**config.mk**
```make
export PLATFORM = sky130hd
export DESIGN_NAME = nibble_serial_subtractor
export DESIGN_NICKNAME = d
export VERILOG_FILES = /design/src/rtl/nibble_sub_pkg.sv /design/src/rtl/nibble_sub.sv /design/src/rtl/nibble_serial_subtractor.sv
export SDC_FILE = /design/constraint.sdc
export NUM_CORES = 1
export LEC_CHECK = 0
export CORE_MARGIN = 4
export CORE_UTILIZATION = 54
export DETAILED_ROUTE_END_ITERATION = 8
export GPL_TIMING_DRIVEN = 0
export PLACE_DENSITY = 0.84
export SLEW_MARGIN = 40
export SYNTH_ARGS = -nofsm -noshare
export SYNTH_HDL_FRONTEND = slang
export SYNTH_SLANG_ARGS = --single-unit
export TNS_END_PERCENT = 30
```
**constraint.sdc**
```tcl
create_clock -name clk -period 6.6 [get_ports clk]
set_clock_uncertainty 0.1 [all_clocks]
set_input_delay 1.98 -clock clk [delete_from_list [all_inputs] [get_ports clk]]
set_output_delay 1.98 -clock clk [all_outputs]
set_load 0.02 [all_outputs]
```
**src/rtl/nibble_sub_pkg.sv**
```systemverilog
// nibble_sub_pkg: shared nibble width and FSM state encoding for the serial subtractor
package nibble_sub_pkg;
  localparam int NIBBLE_W = 4;
  typedef enum logic [1:0] {IDLE, RUN, DONE} state_t;
endpackage

```
**src/rtl/nibble_sub.sv**
```systemverilog
// nibble_sub: combinational 4-bit subtract with borrow, mirror of the 4-bit ripple adder
module nibble_sub
  import nibble_sub_pkg::*;
(
  input  logic                bin,
  input  logic [NIBBLE_W-1:0] A,
  input  logic [NIBBLE_W-1:0] B,
  output logic [NIBBLE_W-1:0] D,
  output logic                Bout
);
  assign {Bout, D} = {1'b0, A} - {1'b0, B} - {{NIBBLE_W{1'b0}}, bin};
endmodule

```
**src/rtl/nibble_serial_subtractor.sv**
```systemverilog
// nibble_serial_subtractor: A - B - BIN one nibble per clock, LSB first, valid/ready on both sides
module nibble_serial_subtractor
  import nibble_sub_pkg::*;
#(
  parameter int WIDTH = 16
) (
  input  logic             clk,
  input  logic             rst_n,
  input  logic             in_valid,
  output logic             in_ready,
  input  logic [WIDTH-1:0] a,
  input  logic [WIDTH-1:0] b,
  input  logic             bin,
  output logic             out_valid,
  input  logic             out_ready,
  output logic [WIDTH-1:0] diff,
  output logic             bout,
  output logic             zero,
  output logic             ovf
);
  localparam int NIBBLES = WIDTH / NIBBLE_W;
  localparam int CW = NIBBLES > 1 ? $clog2(NIBBLES) : 1;
  if (WIDTH % NIBBLE_W != 0 || WIDTH < NIBBLE_W) begin : g_width_check
    $error("WIDTH must be a multiple of 4 and at least 4");
  end
  state_t state, state_nx;
  logic [CW-1:0] cnt;
  logic [WIDTH-1:0] a_q, b_q, res, res_nx;
  logic [NIBBLE_W-1:0] nd;
  logic br, nb_out, last, accept, zero_nx, ovf_nx;
  nibble_sub u_sub (
    .bin (br),
    .A   (a_q[cnt*NIBBLE_W +: NIBBLE_W]),
    .B   (b_q[cnt*NIBBLE_W +: NIBBLE_W]),
    .D   (nd),
    .Bout(nb_out)
  );
  assign last = cnt == CW'(NIBBLES - 1);
  assign accept = in_valid && in_ready;
  assign diff = res;
  assign bout = br;
  // result with the current nibble merged in, and the flags it would produce
  always_comb begin
    res_nx = res;
    res_nx[cnt*NIBBLE_W +: NIBBLE_W] = nd;
    zero_nx = res_nx == '0;
    ovf_nx = (a_q[WIDTH-1] != b_q[WIDTH-1]) && (res_nx[WIDTH-1] != a_q[WIDTH-1]);
  end
  // next state and handshake outputs
  always_comb begin
    in_ready = state == IDLE;
    out_valid = state == DONE;
    state_nx = (state == IDLE && in_valid) ? RUN :
               (state == RUN && last) ? DONE :
               (state == DONE && out_ready) ? IDLE : state;
  end
  // state register
  always_ff @(posedge clk) begin
    if (!rst_n) state <= IDLE;
    else state <= state_nx;
  end
  // operand capture, per-nibble result/borrow update, flag capture on the last nibble
  always_ff @(posedge clk) begin
    if (!rst_n) begin
      cnt <= '0;
      a_q <= '0;
      b_q <= '0;
      res <= '0;
      br <= 1'b0;
      zero <= 1'b0;
      ovf <= 1'b0;
    end else if (accept) begin
      a_q <= a;
      b_q <= b;
      br <= bin;
      cnt <= '0;
    end else if (state == RUN) begin
      res <= res_nx;
      br <= nb_out;
      cnt <= cnt + 1'b1;
      if (last) begin
        zero <= zero_nx;
        ovf <= ovf_nx;
      end
    end
  end
endmodule

```
==> run_results.csv <==
group,metric,value,unit
outcome,status,"complete, no violations",
global_route,grt_pass1_vias,2329,
finish,layout_commonest_cell,"nand2_1",
setup_path,ff2ff_path_depth,9,
timing,finalSetupViolCount,0,
drt,vias,2267,
hold_path,hp-class,"reg2reg",
drt,vias_per_cell,5.31,
clocking,cts_resized,0,
power_and_ir_drop,p_leak,1.19,nW
clocking,cts_tree,"built",
finish,drive_gt1_share,5.28,%
hold_path,min_from,"b_q[11]",
timing,hold_viol_final,0,
timing,period_minus_slack,3.57,ns
clocking,clockBufferDepth,2,
floorplanning,ioPinCount,58,
finish,final_nets,407,
drt,post-route-drc-count,0,
logic_synthesis,ys_ff_latch,55,
placement,io_buffers,56,
setup_path,setup.worst_path.class,"reg2out",
logic_synthesis,synth_area_leader_cell,"dfxtp_1",
clocking,cts_setup_buffers,0,
clocking,root_buffer,"clkbuf_8",
logic_synthesis,postSynthAreaPerCell,8.96,um2
logic_synthesis,synth_warnings,0,
logic_synthesis,synth_top_cell_area_share,41.5,%
setup_path,crit_required,4.52,ns
floorplanning,die_width,78.1,um
setup_path,start_kind,"flip-flop",
flow_run,cap_violations,0,
finish,area_growth,27.4,%
timing,finalSetupTns,0,ns
power_and_ir_drop,peakVddDrop,0.122,mV
setup_path,cp_max_fo,6,
hold_path,hold-path-endpoint,"b_q[11]",
power_and_ir_drop,power,0.000692,W
hold_path,min_path_cells,2,
setup_path,worstPathCellList,"nor2b_1 -> clkdlybuf4s50_1",
floorplanning,core,0.00475,mm2
setup_path,r2r-start,"cnt[0]",
global_route,antenna_found_initial,0,
setup_path,end_kind,"output port",
global_route,grt_overflow,0,
floorplanning,initial_utilization,55.8,%
timing,final_max_slew_viol_count,0,
finish,layout_common_cells,"77 x nand2_1, 56 x clkdlybuf4s50_1, 55 x dfxtp_1, 36 x a21boi_0, 19 x nor2b_1",
setup_path,crit_buf_inv,1,
logic_synthesis,yosys-top-cells-area,"dfxtp_1 42%, nand2_1 11%, a21boi_0 10%",
clocking,cts.sinks,55,
floorplanning,placementRows,25,
drt,drtIter0Drc,155,
setup_path,r2r_setup_slack,3.21,ns
timing,maxSlewHeadroom,65.5,%
floorplanning,die_h,78.1,um
timing,timing.final.crit_share,54.0,%
placement,globalplace.congestion,0.908,
floorplanning,dieArea,0.00610,mm2
logic_synthesis,syn_inst,296,
logic_synthesis,synth_fp_nets,344,
drt,post_drt_wl_per_cell,14.2,um
clocking,cts-buffers-inserted,5,
setup_path,max_stage_delay,0.60,ns
logic_synthesis,yosysSeqAreaShare,41.5,%
placement,post-dp-hpwl,4580,um
drt,drtAntennaViolNets,0,
setup_path,cp.arrival,1.49,ns
timing,fmax,280,MHz
global_route,grt_max_degree,16,
drt,drt_wl_total,6080,um
clocking,clk_pin_slew,0.10,ns
timing,worstMarginPinSlew,0.518,ns
clocking,h-tree-depth,2,
logic_synthesis,yosysUniqueCellTypes,37,
logic_synthesis,synth_area,0.00265,mm2
power_and_ir_drop,power_density,205,mW/mm2
setup_path,regToRegEndpoint,"bout",
drt,drtPass1Iterations,4,
timing,rsz0062_at_grt,"false",
setup_path,slowest_stage,"clkdlybuf4s50_1",
clocking,postCtsHoldBufs,0,
global_route,grt_pass1_wl,10300,um
setup_path,cpLargestDelayFamily,"buffers and inverters",
clocking,insertion_delay,0.31,ns
global_route,track_usage,21.3,%
finish,diodes,0,
==> kinds of logic (layout without fill, tap and decap cells) <==
| kind of cell | after synthesis | after routing | synth area share (%) |
|---|---|---|---|
| AO/OA/AOI/OAI | 67 | 67 | 18.9 |
| XOR/XNOR | 4 | 4 | 1.60 |
| adder cells (fa/ha/maj) | 11 | 11 | 5.75 |
| buffers and inverters | 26 | 90 | 3.82 |
| flip-flops | 55 | 55 | 41.5 |
| multiplexers | 10 | 10 | 7.55 |
| AND/OR/NAND/NOR | 123 | 123 | 20.9 |
==> cells in the mapped netlist <==
master,instances
nand2_1,77
dfxtp_1,55
a21boi_0,36
nor2b_1,19
a22oi_1,13
clkbuf_1,13
inv_1,10
ha_1,9
nor2_1,9
mux4_2,8
a21oi_1,6
nand2b_1,5
buf_2,3
nor3b_1,3
and3_1,2
fa_1,2
mux2i_1,2
nand4_1,2
nor3_1,2
nor4_1,2
xnor2_1,2
a2111oi_0,1
a211o_1,1
a21oi_2,1
a22o_1,1
a2bb2oi_1,1
a32o_1,1
a41o_1,1
and2_1,1
nand3_1,1
o2111ai_1,1
o21ai_0,1
o21bai_1,1
o221ai_1,1
o32ai_1,1
xnor2_2,1
xor2_1,1
==> power by group <==
group	switching (W)	internal, W
clock	0.000104	0.0000748
sequential	0.0000103	0.000348
combinational	0.0000815	0.0000738
==> layer usage <==
layer / wire [um] / GRT usage (%) / share of wire (%) / up-vias
met5: 0 / 0 / 0 / -
li1: - / - / - / 1135
met1: 2630 / 24.7 / 43 / 1048
met3: 362 / 4.01 / 6.0 / 9
met4: 85 / 8.04 / 1.4 / 0
met2: 3000 / 39.0 / 49 / 75
==> registers in the layout, indices dropped and copies added (netlist names) <==
register and flops:
zero 1, ovf 1, state 2, diff 16
b_q 16, a_q 16, bout 1, cnt 2
==> area by class of cell <==
cell class                      count  area, um2
Buffer                             16       63.8
Clock inverter                      1       5.00
Tap cell                           67       83.8
Fill cell                         398       1380
Inverter                           10       37.5
Sequential cell                    55       1100
Multi-Input combinational cell    215       1450
Clock buffer                        7       76.3
Timing Repair Buffer               56        561
==> metrics by stage <==
stage / instance area (um2) / cells / setup slack [ns] / hold WS, ns / util [%]
global route: 3380 / 427 / 2.91 / 0.389 / 71.1
global placement: 3300 / 419 / 2.89 / 0.350 / 69.3
finish: 3380 / 427 / 3.03 / 0.365 / 71.1
detailed placement: 3300 / 419 / 2.74 / 0.353 / 69.3
floorplan: 2650 / 296 / 3.55 / 0.340 / -
CTS: 3380 / 427 / 3.03 / 0.366 / 71.1
==> tightest hold or removal path, stage by stage, from the launching register on <==
cell and delay, ns:
dfxtp_1 0.32, nand2_1 0.04, a21boi_0 0.06
==> how the worst max path moves through the flow <==
stage | start | endpoint | slack (ns) | cells after the start
after floorplan | cnt[0] | bout | 3.55 | 9
after global placement | in_valid | a_q[1] | 2.89 | 6
after detailed placement | in_valid | a_q[5] | 2.74 | 6
after CTS | state[1] | out_valid | 3.03 | 2
after global routing | in_valid | a_q[5] | 2.91 | 6
final | state[1] | out_valid | 3.03 | 2
No activity file was read; power rests on OpenSTA's default activity.
